[config.mk]
export PLATFORM = sky130hd
export DESIGN_NAME = gf_inst_fetch_flat
export DESIGN_NICKNAME = d
export VERILOG_FILES = /design/src/rtl/gf_inst_fetch_if.sv /design/src/rtl/gf_inst_fetch.sv /design/src/flat_wrapper.sv
export SDC_FILE = /design/constraint.sdc
export NUM_CORES = 1
export LEC_CHECK = 0
export BUFFER_PORTS_ARGS = -buffer_cell sky130_fd_sc_hd__buf_2
export CELL_PAD_IN_SITES_DETAIL_PLACEMENT = 1
export CELL_PAD_IN_SITES_GLOBAL_PLACEMENT = 2
export CORE_ASPECT_RATIO = 0.75
export CORE_MARGIN = 2
export CORE_UTILIZATION = 41
export CTS_CLUSTER_DIAMETER = 150
export CTS_CLUSTER_SIZE = 24
export DETAILED_ROUTE_END_ITERATION = 6
export PLACE_DENSITY_LB_ADDON = 0.08
export SYNTH_ARGS = -nofsm -noshare
export SYNTH_HDL_FRONTEND = slang
export SYNTH_SLANG_ARGS = --single-unit
[constraint.sdc]
create_clock -name clk -period 14.35 [get_ports clk]
set_clock_uncertainty 0.05 [all_clocks]
set_input_delay 0.7175 -clock clk [delete_from_list [all_inputs] [get_ports clk]]
set_output_delay 0.7175 -clock clk [all_outputs]
set_load 0.02 [all_outputs]
[src/rtl/gf_inst_fetch_if.sv]
// Fetch-stage bus: PC-generator feedback, instruction-memory req/gnt/rvalid and decode handshake.
// master = fetch block, slave = environment (PC generator, memory, decode).
interface gf_inst_fetch_if #(
   parameter int ADDR_LEN = 64,
   parameter int INST_LEN = 32
);
   logic [ADDR_LEN-1:0] i_pc;
   logic                i_sig_flush;
   logic [ADDR_LEN-1:0] o_last_pc;
   logic                o_mem_req;
   logic [ADDR_LEN-1:0] o_mem_addr;
   logic                i_mem_gnt;
   logic                i_mem_rvalid;
   logic [INST_LEN-1:0] i_mem_rdata;
   logic                o_inst_valid;
   logic [INST_LEN-1:0] o_inst;
   logic [ADDR_LEN-1:0] o_inst_pc;
   logic                i_dec_ready;
   logic                o_sig_misalign;

   modport master (
      input  i_pc, i_sig_flush, i_mem_gnt, i_mem_rvalid, i_mem_rdata, i_dec_ready,
      output o_last_pc, o_mem_req, o_mem_addr, o_inst_valid, o_inst, o_inst_pc, o_sig_misalign
   );

   modport slave (
      output i_pc, i_sig_flush, i_mem_gnt, i_mem_rvalid, i_mem_rdata, i_dec_ready,
      input  o_last_pc, o_mem_req, o_mem_addr, o_inst_valid, o_inst, o_inst_pc, o_sig_misalign
   );
endinterface

[src/rtl/gf_inst_fetch.sv]
// Instruction fetch: credit-limited memory requests, in-order PC tags, registered decode FIFO.
// Response-to-decode latency 1 cycle; memory is never backpressured, decode stalls hold the head.
module gf_inst_fetch #(
   parameter int ADDR_LEN   = 64,
   parameter int INST_LEN   = 32,
   parameter int INST_BLEN  = 4,
   parameter int FIFO_DEPTH = 2,
   parameter int MAX_OUTST  = 2
) (
   input logic              clk,
   input logic              i_sig_rst_n,
   gf_inst_fetch_if.master  bus
);
   localparam int OW = $clog2(MAX_OUTST + 1);
   localparam int CW = $clog2(FIFO_DEPTH + 1);
   localparam int PW = $clog2(FIFO_DEPTH);
   localparam int TW = (MAX_OUTST > 1) ? $clog2(MAX_OUTST) : 1;
   localparam logic [ADDR_LEN-1:0] STRIDE = ADDR_LEN'(INST_BLEN);

   logic [OW-1:0]       r_outst, r_drop, w_outst_nxt;
   logic [CW-1:0]       r_cnt;
   logic [PW-1:0]       r_wp, r_rp;
   logic [TW-1:0]       r_twp, r_trp;
   logic                r_misalign;
   logic [ADDR_LEN-1:0] r_tag      [MAX_OUTST];
   logic [ADDR_LEN-1:0] r_fifo_pc  [FIFO_DEPTH];
   logic [INST_LEN-1:0] r_fifo_ins [FIFO_DEPTH];

   logic w_aligned, w_credit, w_req, w_gnt, w_rsp, w_keep, w_pop, w_flush;

   function automatic logic [TW-1:0] tag_next(input logic [TW-1:0] p);
      return (p == TW'(MAX_OUTST - 1)) ? '0 : p + TW'(1);
   endfunction

   assign w_flush     = bus.i_sig_flush;
   assign w_aligned   = ((bus.i_pc & (STRIDE - ADDR_LEN'(1))) == '0);
   // Buffered plus in-flight never exceeds FIFO_DEPTH, so every response has a slot.
   assign w_credit    = (int'(r_outst) < MAX_OUTST) && ((int'(r_cnt) + int'(r_outst)) < FIFO_DEPTH);
   assign w_req       = w_credit & ~w_flush & w_aligned;
   assign w_gnt       = w_req & bus.i_mem_gnt;
   // A response with nothing outstanding is stale (e.g. across reset) and is ignored.
   assign w_rsp       = bus.i_mem_rvalid & (r_outst != '0);
   assign w_keep      = w_rsp & ~w_flush & (r_drop == '0);
   assign w_pop       = (r_cnt != '0) & bus.i_dec_ready & ~w_flush;
   assign w_outst_nxt = r_outst + OW'(w_gnt) - OW'(w_rsp);

   assign bus.o_mem_req      = w_req;
   assign bus.o_mem_addr     = bus.i_pc;
   assign bus.o_last_pc      = w_gnt ? bus.i_pc : bus.i_pc - STRIDE;
   assign bus.o_inst_valid   = (r_cnt != '0);
   assign bus.o_inst         = r_fifo_ins[r_rp];
   assign bus.o_inst_pc      = r_fifo_pc[r_rp];
   assign bus.o_sig_misalign = r_misalign;

   always_ff @(posedge clk or negedge i_sig_rst_n) begin
      if (!i_sig_rst_n) begin
         r_outst    <= '0;
         r_drop     <= '0;
         r_cnt      <= '0;
         r_wp       <= '0;
         r_rp       <= '0;
         r_twp      <= '0;
         r_trp      <= '0;
         r_misalign <= 1'b0;
      end else begin
         r_outst    <= w_outst_nxt;
         r_misalign <= ~w_aligned & ~w_flush;
         if (w_gnt) r_twp <= tag_next(r_twp);
         if (w_rsp) r_trp <= tag_next(r_trp);
         if (w_flush) begin
            // Everything still in flight after this edge belongs to the old stream.
            r_drop <= w_outst_nxt;
            r_cnt  <= '0;
            r_wp   <= '0;
            r_rp   <= '0;
         end else begin
            if (w_rsp && (r_drop != '0)) r_drop <= r_drop - OW'(1);
            if (w_keep) r_wp <= r_wp + PW'(1);
            if (w_pop)  r_rp <= r_rp + PW'(1);
            r_cnt <= r_cnt + CW'(w_keep) - CW'(w_pop);
         end
      end
   end

   always_ff @(posedge clk) begin
      if (w_gnt) r_tag[r_twp] <= bus.i_pc;
      if (w_keep) begin
         r_fifo_pc[r_wp]  <= r_tag[r_trp];
         r_fifo_ins[r_wp] <= bus.i_mem_rdata;
      end
   end
endmodule

[src/flat_wrapper.sv]
// flat-port wrapper written by rule: the top's interface ports become plain ports
module gf_inst_fetch_flat 
#(
   parameter int ADDR_LEN   = 64,
   parameter int INST_LEN   = 32,
   parameter int INST_BLEN  = 4,
   parameter int FIFO_DEPTH = 2,
   parameter int MAX_OUTST  = 2
)
  (clk, i_sig_rst_n, bus_i_pc, bus_i_sig_flush, bus_i_mem_gnt, bus_i_mem_rvalid, bus_i_mem_rdata, bus_i_dec_ready, bus_o_last_pc, bus_o_mem_req, bus_o_mem_addr, bus_o_inst_valid, bus_o_inst, bus_o_inst_pc, bus_o_sig_misalign);
  gf_inst_fetch_if #(.ADDR_LEN(ADDR_LEN), .INST_LEN(INST_LEN)) bus_i ();
  input logic clk;
  input logic i_sig_rst_n;
  input wire logic [$bits(bus_i.i_pc)-1:0] bus_i_pc;
  input wire logic [$bits(bus_i.i_sig_flush)-1:0] bus_i_sig_flush;
  input wire logic [$bits(bus_i.i_mem_gnt)-1:0] bus_i_mem_gnt;
  input wire logic [$bits(bus_i.i_mem_rvalid)-1:0] bus_i_mem_rvalid;
  input wire logic [$bits(bus_i.i_mem_rdata)-1:0] bus_i_mem_rdata;
  input wire logic [$bits(bus_i.i_dec_ready)-1:0] bus_i_dec_ready;
  output wire logic [$bits(bus_i.o_last_pc)-1:0] bus_o_last_pc;
  output wire logic [$bits(bus_i.o_mem_req)-1:0] bus_o_mem_req;
  output wire logic [$bits(bus_i.o_mem_addr)-1:0] bus_o_mem_addr;
  output wire logic [$bits(bus_i.o_inst_valid)-1:0] bus_o_inst_valid;
  output wire logic [$bits(bus_i.o_inst)-1:0] bus_o_inst;
  output wire logic [$bits(bus_i.o_inst_pc)-1:0] bus_o_inst_pc;
  output wire logic [$bits(bus_i.o_sig_misalign)-1:0] bus_o_sig_misalign;
  assign bus_i.i_pc = bus_i_pc;
  assign bus_i.i_sig_flush = bus_i_sig_flush;
  assign bus_i.i_mem_gnt = bus_i_mem_gnt;
  assign bus_i.i_mem_rvalid = bus_i_mem_rvalid;
  assign bus_i.i_mem_rdata = bus_i_mem_rdata;
  assign bus_i.i_dec_ready = bus_i_dec_ready;
  assign bus_o_last_pc = bus_i.o_last_pc;
  assign bus_o_mem_req = bus_i.o_mem_req;
  assign bus_o_mem_addr = bus_i.o_mem_addr;
  assign bus_o_inst_valid = bus_i.o_inst_valid;
  assign bus_o_inst = bus_i.o_inst;
  assign bus_o_inst_pc = bus_i.o_inst_pc;
  assign bus_o_sig_misalign = bus_i.o_sig_misalign;
  gf_inst_fetch #(.ADDR_LEN(ADDR_LEN), .INST_LEN(INST_LEN), .INST_BLEN(INST_BLEN), .FIFO_DEPTH(FIFO_DEPTH), .MAX_OUTST(MAX_OUTST)) u_core (.clk(clk), .i_sig_rst_n(i_sig_rst_n), .bus(bus_i));
endmodule
==> results of run 1 <==
==> metrics by stage <==
step,utilization,std cells
floorplan,-,817
global placement,0.466,1511
detailed placement,0.466,1511
CTS,0.479,1535
global route,0.479,1535
finish,0.479,1535
==> registers in the layout, indices dropped and copies added, names as in the netlist <==
signal	flops
u_core.r_fifo_pc	128
u_core.r_tag	128
u_core.r_fifo_ins	64
u_core.r_cnt	2
u_core.r_drop	2
u_core.r_outst	2
u_core.bus.o_sig_misalign	1
u_core.r_rp	1
u_core.r_trp	1
u_core.r_twp	1
u_core.r_wp	1
==> logic make-up (layout without fill, tap and decap cells) <==
group	count (synthesis)	count (layout)	synth area share
buffers and inverters	103	371	0.0470
AOI/OAI and AO/OA	11	11	0.00530
DFF	331	331	0.709
xor gates and xnor gates	66	66	0.0415
muxes	160	160	0.129
adders and majority gates	7	7	0.00682
and+or+nand+nor	139	139	0.0608
==> layer usage <==
layer  up-vias  GRT usage
met3        24     0.0337
met2       181      0.305
met4         0     0.0286
met1      3795      0.247
met5         -          0
li1       3535          -
==> worst paths after layout <==
path,startpoint,to,slack [ns],cells past startpoint
max in group asynchronous,i_sig_rst_n,u_core.r_trp,13.97,1
worst max-delay path,u_core.r_outst[0],bus_o_last_pc[48],9.77,9
min in group clk,bus_i_mem_rdata[20],u_core.r_fifo_ins[0][20],0.35,1
worst min register to register,u_core.r_tag[0][60],u_core.r_fifo_pc[0][60],0.52,1
worst min-delay path,i_sig_rst_n,u_core.r_cnt[1],0.03,1
worst max register to register,u_core.r_outst[0],u_core.r_tag[0][59],11.04,8
==> worst max-delay path, stage by stage, from the launching register on <==
cell	delay, ns
dfrtp_1	0.38
inv_1	0.07
nor2_1	0.06
fa_1	0.47
nor4_1	0.06
a311oi_2	0.56
nand4_2	0.74
nor4_1	0.57
xor2_1	0.19
buf_2	0.19
==> area by class of cell <==
type                    instances  area [µm²]  area share
clock inverters                 1        7.51    0.000467
clock buffers                  23         448      0.0279
flip-flops and latches        331        9890       0.616
multi-input cells             383        3420       0.213
repair buffers                335        1690       0.105
inverters                      12        45.0     0.00280
well taps                     450         563      0.0350
==> layout by cell type (no fill, tap or decap), types with 2 or more instances in the layout <==
master and instances:
nor3_2 4, nor4_1 13, buf_4 7, nor2_4 3, xor2_1 45, nor2_1 28
dfrtp_1 9, xnor2_1 21, or3_1 8, nor4_4 3, nand4_1 2, nand4_2 2
or4_1 3, nor2b_1 2, clkbuf_16 17, o31ai_1 2, buf_2 328, nor3_1 21
nand3_1 7, inv_1 12, o21ai_0 6, dfrtp_4 2, nor3b_1 2, nor4_2 6
clkbuf_1 6, nand4b_1 2, nand2_1 22, mux2_2 160, edfxtp_1 320, or4_4 3
ha_1 6
==> power by group <==
| group | switching [mW] | total, mW | internal, mW |
|---|---|---|---|
| combinational | 0.279 | 0.490 | 0.211 |
| sequential | 0.0679 | 1.22 | 1.15 |
| clock | 0.288 | 0.509 | 0.221 |
| total | 0.635 | 2.22 | 1.58 |
==> impl_metrics.yaml, run 1 <==
synth:
  ys_warn_count: 0
  ys.flop_type: "edfxtp_1"
  synthTopCellsByCount: "edfxtp_1 (320), mux2_2 (160), buf_4 (67), xor2_1 (45), nor2_1 (30)"
  synth_top_area_frac: 0.690
  synth_area_per_cell_um2: 17.1
  async_reset_ff_frac: 0.0332
  yosysMostFrequentCell: "edfxtp_1"
  synth_cell_type_count: 41
  syn_nets: 926
  syn_inst: 817
  synth-seq-area-share: 0.709
  ys_seq_elements: 331
  ys_top_cells_by_area: "edfxtp_1 (69%), mux2_2 (13%), buf_4 (3.6%), xor2_1 (2.8%), dfrtp_1 (2.0%)"
  synth-edff-count: 320
  yosys.area.top_type: "edfxtp_1"
  syn-cell-area_um2: 13900
hold_path:
  min_path_type: "in2async"
detailed_routing:
  met1_length_mm: 14.6
  dr.pass1.iters: 4
  top_layer_used: "met4"
  totalWireLength_mm: 32.3
  drcViolationCount: 0
  vias: 7535
  route.met2.wl_mm: 15.6
  antenna_left: 0
  wl_met3_mm: 1.67
  via_per_inst: 4.91
  wl_per_cell_um: 21.0
  drtIter0Drc: 344
place:
  routabilityCongestion: 0.723
  pre_cts_ws_ns: 10.20
  io_buffers: 328
  dpl.hpwl_mm: 21.1
  place_area_um2: 15600
clock_network:
  worstSkewPairLatency_ns: 0.50
  root_buffer: "clkbuf_16"
  cts_buffers: 17
  ctsResizeCount: 0
  cts.clk_slew.worst_paths_ns: 0.10
  cts_hold_buf: 0
  cts_tree: "built"
  cts_setup_buffers: 0
  cts_buffer_depth: 3
  cts.htree.levels: 1
  clock_sinks: 331
critical_path:
  cp.required_ns: 13.58
  arrival_ns: 3.82
  start_kind: "register"
  worstSetupPathType: "reg2out"
  cp-end-kind: "output pin"
  cp_max_fo: 14
floorplanning:
  core_um2: 33500
  initial_core_util: 0.416
  die_h_um: 164
  dieArea_um2: 35500
  die_w_um: 217
  pin_count: 329
  core.rowCount: 58
timing:
  postLayoutSetupSlackWorst_ns: 9.77
  final-hold-violation-count: 0
  hold_ws_ns: 0.0282
  setup_tns_ns: 0
  final-max-slew-violation-count: 0
  setup_violations: 0
  worst_slew_pin_slew_ns: 1.08
  rsz0062_at_grt: "no"
  max_slew_margin: 0.282
  fmax_mhz: 218
  min_period_ns: 4.58
  fin_crit_sh: 0.319
final_layout:
  fillCellCount: 3373
  drive_above_1_share: 0.497
  nets: 1189
  area_delta_synth_final_pct: 15.3
  antenna_cells: 0
  final_area_um2: 16100
pwr:
  power.density_nw_per_um2: 138
  power_leakage_nw: 5.78
  peakVddDrop_v: 0.0000761
  total_power_mw: 2.22
status:
  status: "completed"
global_routing:
  overflow: 0
  antenna_found_initial: 0
  grt_pass1_vias: 7749
  grt_usage: 0.180
  grt_max_degree: 71
  grt_pass1_wl_mm: 48.5
flow_run:
  drv_cap: 0
(Power assumes the default switching activity.)
==> inputs of run 2 (changes only) <==
--- a/config.mk
+++ b/config.mk
@@ -10,7 +10,7 @@
 export CELL_PAD_IN_SITES_GLOBAL_PLACEMENT = 2
 export CORE_ASPECT_RATIO = 0.75
 export CORE_MARGIN = 2
-export CORE_UTILIZATION = 41
+export CORE_UTILIZATION = 34
 export CTS_CLUSTER_DIAMETER = 150
 export CTS_CLUSTER_SIZE = 24
 export DETAILED_ROUTE_END_ITERATION = 6
==> constraint.sdc (replaced) <==
create_clock -name clk -period 3.95 [get_ports clk]
set_clock_uncertainty 0.05 [all_clocks]
set_input_delay 0.1975 -clock clk [delete_from_list [all_inputs] [get_ports clk]]
set_output_delay 0.1975 -clock clk [all_outputs]
set_load 0.02 [all_outputs]
==> run 2 against run 1 <==
Sequential power increased to 3.6 times the previous value. Utilization is 5.2 points lower. Clock power rose to 3.8 times the previous value. Global-route usage shrank 1.4 points. Count of clock-buffer cells in the layout rose by 1. Via count increased by 6.2%. First-iteration DRC count is 13% lower. Total power rose to 3.7 times the previous value. Non-clock buffer count is 109 higher. Combinational power grew to 3.9 times the previous value. Critical path depth stayed put. Cell area grew 7.9%. Critical path type unchanged. Critical endpoint is now bus_o_last_pc[15]. Largest cell class unchanged. Largest power group unchanged.
==> impl_metrics.yaml, run 2 (synthesis results as in run 1) <==
floorplanning:
  core_um2: 40600
  dieArea_um2: 42600
  pin_count: 329
  die_h_um: 179
  die_w_um: 238
  core.rowCount: 64
  initial_core_util: 0.343
detailed_routing:
  dr.pass1.iters: 4
  via_per_inst: 4.64
  wl_per_cell_um: 20.8
  totalWireLength_mm: 35.8
  antenna_left: 0
  drcViolationCount: 0
  drtIter0Drc: 301
  vias: 8003
critical_path:
  r2r_slack_ns: 1.16
  cp.required_ns: 3.70
  worstSetupPathType: "reg2out"
  timing.rr.end: "u_core.r_drop[1]"
  r2r_start: "u_core.r_outst[0]"
  arrival_ns: 3.45
  cp-end-kind: "output pin"
  start_kind: "register"
  cp_max_fo: 6
  r2r_cells: 12
pwr:
  power_leakage_nw: 6.27
  intPower_mw: 5.84
  pwr-share-comb: 0.232
  power.density_nw_per_um2: 475
  total_power_mw: 8.24
  p_switching_mw: 2.40
  clkPwrFrac: 0.232
  peakVddDrop_v: 0.000303
  p_sw_frac: 0.291
  seq_power_share: 0.536
place:
  pre_cts_ws_ns: 0.294
  dpl.hpwl_mm: 22.2
  io_buffers: 328
  routabilityCongestion: 0.704
timing:
  setup_violations: 0
  max_slew_margin: 0.276
  fin_crit_sh: 0.936
  fmax_mhz: 271
  rsz0062_at_grt: "no"
  setup_tns_ns: 0
  final-max-slew-violation-count: 0
  min_period_ns: 3.70
  final-hold-violation-count: 0
  worst_slew_pin_slew_ns: 1.09
  postLayoutSetupSlackWorst_ns: 0.253
hold_path:
  holdPathEnd: "u_core.r_twp"
  hp-start: "bus_i_mem_gnt"
  min_path_type: "in2reg"
  hold_depth: 4
clock_network:
  cts_buffer_depth: 3
  cts.clk_slew.worst_paths_ns: 0.10
  cts.htree.levels: 1
  clock_sinks: 331
  root_buffer: "clkbuf_16"
  cts_buffers: 17
  worstSkewPairLatency_ns: 0.53
  cts_tree: "built"
global_routing:
  grt_pass1_wl_mm: 53.3
  overflow: 0
  grt_max_degree: 97
  grt_pass1_vias: 8462
  grt_usage: 0.166
  antenna_found_initial: 0
final_layout:
  mostFrequentLayoutCells: "buf_2 (328), edfxtp_1 (320), mux2_2 (160)"
  area_delta_synth_final_pct: 24.5
  antenna_cells: 0
  layout_commonest_cell: "buf_2"
  multi_input_area_um2: 3430
  top_regs: "u_core.r_fifo_pc: 128 flops, u_core.r_tag: 128 flops, u_core.r_fifo_ins: 64 flops"
  fillCellCount: 4090
  drive_above_1_share: 0.459
  final_core_util: 0.427
  nets: 1298
  seqCellArea_um2: 9890
status:
  status: "completed"
flow_run:
  drv_cap: 0
-- run 2: worst max path at each step --
stage	start	to	cells after the start
6_report	u_core.r_outst[0]	bus_o_last_pc[15]	9
2_1_floorplan	u_core.r_outst[0]	u_core.r_tag[0][0]	7
3_3_place_gp	u_core.r_cnt[0]	bus_o_last_pc[22]	9
5_1_grt	u_core.r_cnt[0]	bus_o_last_pc[15]	9
3_5_place_dp	u_core.r_outst[0]	bus_o_last_pc[48]	9
4_1_cts	u_core.r_outst[0]	bus_o_last_pc[48]	9
-- run 2: layout make-up --
cell class / count / area share
timing repair buffer: 444 / 0.164
clock buffer: 24 / 0.0260
inverter: 12 / 0.00260
multi-input combinational: 383 / 0.198
tap: 528 / 0.0381
clock inverter: 2 / 0.000938
sequential: 331 / 0.570
-- run 2: through the flow --
stage,area (µm²),instances,hold WS [ns]
2_1_floorplan,13900,817,-0.148
3_3_place_gp,15800,1596,0.0552
3_5_place_dp,15800,1596,0.0541
4_1_cts,17300,1723,0.260
5_1_grt,17300,1724,0.315
6_report,17300,1724,0.272
-- run 2: layer usage --
metal | routed length, µm | GRT usage
met4 | 465 | 0.0275
met3 | 1750 | 0.0356
met1 | 16200 | 0.223
met2 | 17400 | 0.283
met5 | 0 | 0
-- run 2: power by group through the flow --
stage	combinational [mW]	clock, mW	sequential (mW)
floorplan	1.38	0	4.32
global placement	1.87	0	4.50
detailed placement	1.87	0	4.51
CTS	1.96	2.00	4.43
global route	2.08	2.10	4.46
finish	1.91	1.91	4.42
-- run 2: timing repair --
action | 4_1_cts | 5_1_grt
hold endpoints to repair | 211 | 0
cloned | 0 | 0
setup endpoints to repair | 14 | 16
buffers inserted | 0 | 1
pin swaps | 0 | 2
hold buffers | 101 | 0
resized for setup | 1 | 2
-- run 2: worst max-delay path, cell delays in order (launching register included) --
cell and delay (ns):
dfrtp_1 0.38, inv_1 0.07, nor2_1 0.06, fa_1 0.48
nor4_1 0.07, a311oi_2 0.56, nand3_1 0.45, nor4b_1 0.47
xor2_1 0.19, buf_2 0.19
